File: src/rtl/bcd_pkg.sv
// Shared types and constants for the sequential binary-to-BCD converter.
package bcd_pkg;

    typedef enum logic [1:0] {
        IDLE  = 2'd0,
        SHIFT = 2'd1,
        DONE  = 2'd2
    } state_t;

    // A digit at or above this value is bumped by 3 before the doubling shift.
    localparam logic [3:0] BCD_ADJ_THRESH = 4'd5;

    // ceil(w * log10(2)), using a fixed-point approximation of log10(2).
    // w * log10(2) is never an integer for w > 0, so the rounding is exact.
    function automatic int min_digits(input int w);
        return (w * 30103 + 99999) / 100000;
    endfunction

endpackage

File: src/rtl/bcd_digit_adj.sv
// One BCD nibble of the shift-and-add-3 correction: d >= 5 ? d + 3 : d.
module bcd_digit_adj
    import bcd_pkg::*;
(
    input  logic [3:0] d,
    output logic [3:0] q
);

    assign q = (d >= BCD_ADJ_THRESH) ? d + 4'd3 : d;

endmodule

File: src/rtl/bin2bcd_seq.sv
// Sequential shift-and-add-3 binary-to-BCD converter with valid/ready on both
// sides, optional two's-complement input, sticky overflow and leading-zero blanking.
module bin2bcd_seq
    import bcd_pkg::*;
#(
    parameter int BIN_W  = 18,
    parameter int DIGITS = 6
) (
    input  logic                  clk,
    input  logic                  rst_n,
    input  logic                  in_valid,
    output logic                  in_ready,
    input  logic [BIN_W-1:0]      bin,
    input  logic                  signed_mode,
    output logic                  out_valid,
    input  logic                  out_ready,
    output logic [4*DIGITS-1:0]   bcd,
    output logic                  neg,
    output logic                  overflow,
    output logic [DIGITS-1:0]     blank
);

    localparam int ACC_W = 4 * DIGITS;
    localparam int CNT_W = $clog2(BIN_W);
    localparam logic [CNT_W-1:0] CNT_LAST = CNT_W'(BIN_W - 1);

    state_t             state_reg;
    logic [BIN_W-1:0]   sh_reg;
    logic [ACC_W-1:0]   acc_reg;
    logic [CNT_W-1:0]   cnt_reg;
    logic               overflow_reg;
    logic               neg_reg;
    logic [DIGITS-1:0]  blank_reg;

    logic [ACC_W-1:0]   acc_adj;
    logic [ACC_W-1:0]   acc_next;
    logic [DIGITS-1:0]  blank_next;
    logic [BIN_W-1:0]   mag;
    logic               is_neg;
    logic               carry_out;

    genvar gi;
    generate
        for (gi = 0; gi < DIGITS; gi++) begin : g_adj
            bcd_digit_adj u_adj (
                .d (acc_reg[4*gi +: 4]),
                .q (acc_adj[4*gi +: 4])
            );
        end
    endgenerate

    // The bit shifted out of the top digit is worth 10^DIGITS; it is 1 exactly
    // when the adjusted top digit is >= 8, i.e. the pre-adjust digit was >= 5.
    assign acc_next  = {acc_adj[ACC_W-2:0], sh_reg[BIN_W-1]};
    assign carry_out = acc_adj[ACC_W-1];

    // Negating the most negative value wraps to 2^(BIN_W-1), which is the
    // correct magnitude when read back as unsigned.
    assign is_neg = signed_mode & bin[BIN_W-1];
    assign mag    = is_neg ? (~bin + BIN_W'(1)) : bin;

    // Blanking chain runs from the top digit down; the units digit is never blanked.
    generate
        for (gi = 0; gi < DIGITS; gi++) begin : g_blank
            if (gi == 0) begin : g_units
                assign blank_next[gi] = 1'b0;
            end else if (gi == DIGITS - 1) begin : g_top
                assign blank_next[gi] = (acc_next[4*gi +: 4] == 4'd0);
            end else begin : g_mid
                assign blank_next[gi] = (acc_next[4*gi +: 4] == 4'd0) & blank_next[gi+1];
            end
        end
    endgenerate

    always_ff @(posedge clk) begin
        if (!rst_n) begin
            state_reg    <= IDLE;
            sh_reg       <= '0;
            acc_reg      <= '0;
            cnt_reg      <= '0;
            overflow_reg <= 1'b0;
            neg_reg      <= 1'b0;
            blank_reg    <= '0;
        end else begin
            case (state_reg)
                IDLE: begin
                    if (in_valid) begin
                        sh_reg       <= mag;
                        acc_reg      <= '0;
                        cnt_reg      <= '0;
                        overflow_reg <= 1'b0;
                        neg_reg      <= is_neg;
                        blank_reg    <= '0;
                        state_reg    <= SHIFT;
                    end
                end
                SHIFT: begin
                    acc_reg <= acc_next;
                    sh_reg  <= {sh_reg[BIN_W-2:0], 1'b0};
                    cnt_reg <= cnt_reg + 1'b1;
                    if (carry_out) begin
                        overflow_reg <= 1'b1;
                    end
                    if (cnt_reg == CNT_LAST) begin
                        blank_reg <= blank_next;
                        state_reg <= DONE;
                    end
                end
                DONE: begin
                    if (out_ready) begin
                        state_reg <= IDLE;
                    end
                end
                default: begin
                    state_reg <= IDLE;
                end
            endcase
        end
    end

    assign in_ready  = (state_reg == IDLE);
    assign out_valid = (state_reg == DONE);
    assign bcd       = acc_reg;
    assign neg       = neg_reg;
    assign overflow  = overflow_reg;
    assign blank     = blank_reg;

endmodule

File: config.mk
export PLATFORM = sky130hd
export DESIGN_NAME = bin2bcd_seq
export DESIGN_NICKNAME = d
export VERILOG_FILES = /design/src/rtl/bcd_pkg.sv /design/src/rtl/bcd_digit_adj.sv /design/src/rtl/bin2bcd_seq.sv
export SDC_FILE = /design/constraint.sdc
export NUM_CORES = 1
export LEC_CHECK = 0
export CAP_MARGIN = 25
export CORE_MARGIN = 5
export CORE_UTILIZATION = 25
export CTS_CLUSTER_DIAMETER = 80
export DETAILED_ROUTE_END_ITERATION = 12
export DONT_BUFFER_PORTS = 1
export PLACE_DENSITY = 0.42
export SLEW_MARGIN = 20
export SYNTH_ARGS = -nofsm -noshare
export SYNTH_HDL_FRONTEND = slang
export SYNTH_HIERARCHICAL = 1
export SYNTH_SLANG_ARGS = --single-unit
File: constraint.sdc
create_clock -name clk -period 2.9 [get_ports clk]
set_input_delay 0.435 -clock clk [delete_from_list [all_inputs] [get_ports clk]]
set_output_delay 0.435 -clock clk [all_outputs]
set_load 0.005 [all_outputs]
### Yosys cells after proc, flatten, opt, wreduce, memory -nomap -nowiden

Cells that the tools add are included.

* add/subtract/negate cells: 8
* magnitude comparators: 6
* equal/unequal tests: 7
* muxes and demuxes: 23
* bitwise logic cells: 6
* reduce and logical (&&, ||, !) cells: 12

Operators by type and width (number)
* $pmux 24 s2: 1
* $mux 18: 2
* $pmux 18 s2: 1
* $add 4x2->4 const B: 6
* $ge 4x3->1 const B: 6
* $mux 24: 1
* $mux 4: 6
* $logic_not 4->1: 5
* $add 18x1->18 const B: 1
* $not 18->18: 1
* $mux 6: 2
* $pmux 6 s2: 1
* $pmux 5 s2: 1
* $reduce_and 3->1: 3
* $mux 2: 3
* $pmux 2 s3: 1
* $add 5x1->5 const B: 1
* $and 1x1->1: 5
* $eq 5x5->1 const B: 1
* $mux 5: 1
* $ne 2x1->1 const B: 2
* $ne 2x2->1 const B: 2
* $reduce_and 2->1: 2
* $eq 2x1->1 const B: 1
* 5 further kinds: 6

* flip-flop bits (word level): 57
* input bits: 23

### Longest topological paths before layout

* depth after elaboration: 9
* mapped depth: 10
* mapped depth without buffers: 10

### Modules after synthesis

The synthesis kept the hierarchy.

Modules (own cells, without submodules)
* bin2bcd_seq: times used 1, cells an instance 320, area an instance 2628.8 µm², seq. area each 1121.1 µm²
* bcd_digit_adj: times used 6, cells an instance 16, area an instance 101.3 µm², seq. area each 0.0 µm²

### Worst setup path after synthesis

OpenSTA, ideal clock, no wires.

* kind: reg2reg
* from: register acc_reg[21], in the netlist bcd[21]
* to: register blank_reg[1], in the netlist blank[1]
* library setup time: 0.065 ns
* data arrival time: 1.925 ns
* required time: 2.835 ns
* path slack: 0.910 ns
* cell stages (with the launch flop): 11
* clock period less this slack: 1.990 ns
* cells stage by stage: dfxtp_1 -> inv_1 -> ha_1 -> nand2b_1 -> a21oi_2 -> mux2i_1 -> nor4_1 -> nand3_1 -> nor3_1 -> a32oi_1 -> nor2_1

* word-level cells in the longest chain between the ends: 9
* elaborated cells on any way between the ends: 10
* classes of those cells: add/sub: 1; order compare: 1; mux: 3; bitwise: 4; reduce/logical: 1

RTL lines
* start: declaration: RTL line bin2bcd_seq.sv:29 `logic [ACC_W-1:0] acc_reg;`
* start signal: assignment: RTL line bin2bcd_seq.sv:98 `acc_reg <= acc_next;`
* $add 4x2->4 or $ge 4x3->1 (tied branches): RTL line bcd_digit_adj.sv:9 `assign q = (d >= BCD_ADJ_THRESH) ? d + 4'd3 : d;`
* $mux 4 (*): RTL line bcd_digit_adj.sv:9
* named net acc_adj[21]: RTL line bin2bcd_seq.sv:35 `logic [ACC_W-1:0] acc_adj;`
* $logic_not 4->1 (*): RTL line bin2bcd_seq.sv:68 `assign blank_next[gi] = (acc_next[4*gi +: 4] == 4'd0);`
* $and 1x1->1 (*) (4 in a row): RTL line bin2bcd_seq.sv:70 `assign blank_next[gi] = (acc_next[4*gi +: 4] == 4'd0) & blank_next[gi+1];`
* $mux 6 (*): RTL line bin2bcd_seq.sv:104 `if (cnt_reg == CNT_LAST) begin`
* $pmux 6 s2 (*): RTL line bin2bcd_seq.sv:85 `case (state_reg)`
* end signal: assignment: RTL line bin2bcd_seq.sv:105 `blank_reg <= blank_next;`
* end: declaration: RTL line bin2bcd_seq.sv:33 `logic [DIGITS-1:0] blank_reg;`

The timed path passes the listed nets; every way through them passes the cells marked *. The select of a mux whose other input is x is not followed.
A chain may end at the register's enable or synchronous reset.

### Worst setup path after layout

Ends and elaborated chain as after synthesis.

==> flow_summary_export.csv <==
group,metric,value,unit
synth,synth_area,0.00324,sq mm
floorplan,chipHeight,124,microns
worst_hold_path,min_to,"sh_reg[17]",
placement,port_buffers,0,
cts,clockBufferDepth,2,
layout,antenna_cells,0,
critical_path,arrival,2.68,ns
layout,fin_cells,579,
synth,yosys_warnings,6,
sta,min_period,2.45,ns
power,vdd_ir_drop_max,0.213,mV
synth,ys_types,52,
power,leakage,1.25,nW
drt,drtIter0Drc,158,
sta,skew,0.00689,ns
sta,tightest_slew,0.874,ns
drt,via_count,2776,
critical_path,startpoint_type,"flip-flop",
synth,synth_top_area_frac,0.346,
placement,dp_hpwl,5910,microns
layout,final_cell_mix,"60 x nand2_1, 56 x dfxtp_1, 50 x a21oi_1",
floorplan,dieArea,0.0153,sq mm
grt,grt.total_usage,0.110,
cts,cts_tree,"done",
drt,routed_via_density,4.79,
critical_path,reg2reg_to,"blank[1]",
sta,fmax,0.409,GHz
synth,yosysSeqAreaShare,0.346,
layout,num-nets-final,444,
cts,worstSkewPairLatency,0.29,ns
grt,grt_pass1_vias,2717,
synth,synth_top_cells_by_area,"dfxtp_1 35%, a21oi_1 7.7%, nand2_1 7.0%, ha_1 5.8%, nand3_1 5.3%",
cts,clkTransAtPathRegs,0.07,ns
layout,syn_to_final_growth,9.82,%
layout,largest_reg_flops,24,
placement,gp_congestion,0.719,
sta,finalSetupTns,0,ns
critical_path,end_kind,"flip-flop",
cts,cts_resized,0,
sta,rsz0062_at_grt,"false",
grt,grt_pass1_wl,13600,microns
sta,finalHoldViolations,0,
drt,drtPass1Iterations,4,
drt,drc,0,
cts,post_cts_buffers,0,
job,cap_violations,0,
synth,syn_nets,454,
critical_path,reg2reg_slack,0.45,ns
cts,cts.sinks,56,
worst_hold_path,hold_path_class,"in -> reg",
synth,synth_cells,416,
power,power,1.71,mW
grt,grt-ovfl-total,0,
critical_path,r2r-start,"bcd[21]",
layout,layout_commonest_cell,"nand2_1",
power,cellPowerDensity,480,mW/mm^2
synth,ys_ff_latch,56,
cts,root_buffer,"clkbuf_16",
layout,drive_above_1_share,0.0688,
sta,period_share,0.844,
sta,drv_slew,0,
grt,antenna_found_initial,0,
synth,yosys.area.top_type,"dfxtp_1",
critical_path,worstSetupPathType,"reg -> reg",
floorplan,start_util,0.255,
worst_hold_path,hold_depth,1,
drt,wirelength,8150,microns
floorplan,row_count,41,
grt,grt_max_degree,39,
sta,relSlewSlack,0.418,
placement,dp.cells,571,
synth,syn_avg_cell_area,7.78,sq um
critical_path,cp_max_fo,4,
floorplan,core,0.0127,sq mm
critical_path,rr_worst_depth,10,
drt,drtAntennaViolNets,0,
cts,htree_levels,2,
floorplan,ioPinCount,57,
cts,postCtsHoldBufs,0,
cts,cts_made_buffers,5,
sta,setup_viol,0,
floorplan,die-width,124,microns
worst_hold_path,hold_start,"rst_n",
drt,wl_per_cell,14.1,microns
critical_path,crit_required,3.13,ns
status,status,"finished clean",
==> Yosys cell counts (all sizes together) <==
library cell / number
nor3b: 1
buf: 16
conb: 1
or2: 4
and2b: 1
a32oi: 2
or4: 1
nor2b: 1
nand4: 4
ha: 15
nor2: 28
and4b: 1
o21bai: 1
a21oi: 56
o22ai: 8
a22oi: 12
a32o: 1
a221oi: 1
mux2i: 7
inv: 18
a2111oi: 1
dfxtp: 56
nand2: 61
nor4: 7
clkbuf: 7
nand4b: 1
and3: 2
o21a: 1
xnor2: 15
xor2: 4
o21ai: 14
a31oi: 7
and4bb: 2
nand3b: 2
nand3: 34
and2: 1
nand2b: 16
nor3: 5
mux2: 1
==> critical path: stages, from the launching register on <==
cell	delay [ns]
dfxtp_1	0.39
inv_1	0.10
ha_1	0.17
nand2b_1	0.16
a21oi_2	0.20
mux2i_1	0.12
nor4_1	0.59
nand3_1	0.18
nor3_1	0.29
a32oi_1	0.08
nor2_1	0.10
==> cell families after synthesis <==
logic type,count (synthesis),synth area share
and+or+nand+nor,172,0.268
AOI/OAI and AO/OA,104,0.191
DFF,56,0.346
buffers and inverters,41,0.0595
xor gates and xnor gates,19,0.0514
adders and majority gates,15,0.0580
muxes,8,0.0251
other,1,0.00116
==> power breakdown <==
group | internal (mW) | switching (mW)
Combinational | 0.0562 | 0.104
Sequential | 0.792 | 0.0156
Clock | 0.456 | 0.282
==> through the flow <==
| stage | hold slack [ns] | util | area (sq um) | setup slack [ns] |
|---|---|---|---|---|
| finish | 0.309 | 0.281 | 3550 | 0.454 |
| global placement | 0.451 | 0.266 | 3370 | 0.559 |
| CTS | 0.298 | 0.281 | 3550 | 0.443 |
| global route | 0.314 | 0.281 | 3550 | 0.196 |
| detailed placement | 0.461 | 0.266 | 3370 | 0.469 |
| floorplan | 0.432 | - | 3240 | 0.910 |
==> routing by layer <==
layer / wire length, microns / part of all wire / vias to the layer above / track usage
met5: 0 / 0 / - / 0
met4: 76 / 0.0093 / 0 / 0.0291
met3: 547 / 0.067 / 5 / 0.0268
met2: 3530 / 0.43 / 54 / 0.170
met1: 4000 / 0.49 / 1281 / 0.152
li1: - / - / 1436 / -
==> worst max-delay path by stage <==
stage                     startpoint       end  slack [ns]
after floorplan              bcd[21]  blank[1]        0.91
after detailed placement     bcd[21]  blank[1]        0.47
final                        bcd[21]  blank[1]        0.45
after CTS                    bcd[21]  blank[1]        0.44
after global routing         bcd[21]  blank[1]        0.20
after global placement       bcd[21]  blank[1]        0.56
==> final cells by class <==
cell class                      instances  area [sq um]
Fill cell                            1377          9120
Multi-Input combinational cell        319          1920
Sequential cell                        56          1120
Tap cell                              172           215
Clock buffer                            7           153
Inverter                               18          67.6
Timing Repair Buffer                    6          45.0
Clock inverter                          1          30.0
Power figures use the tool's default switching activity.
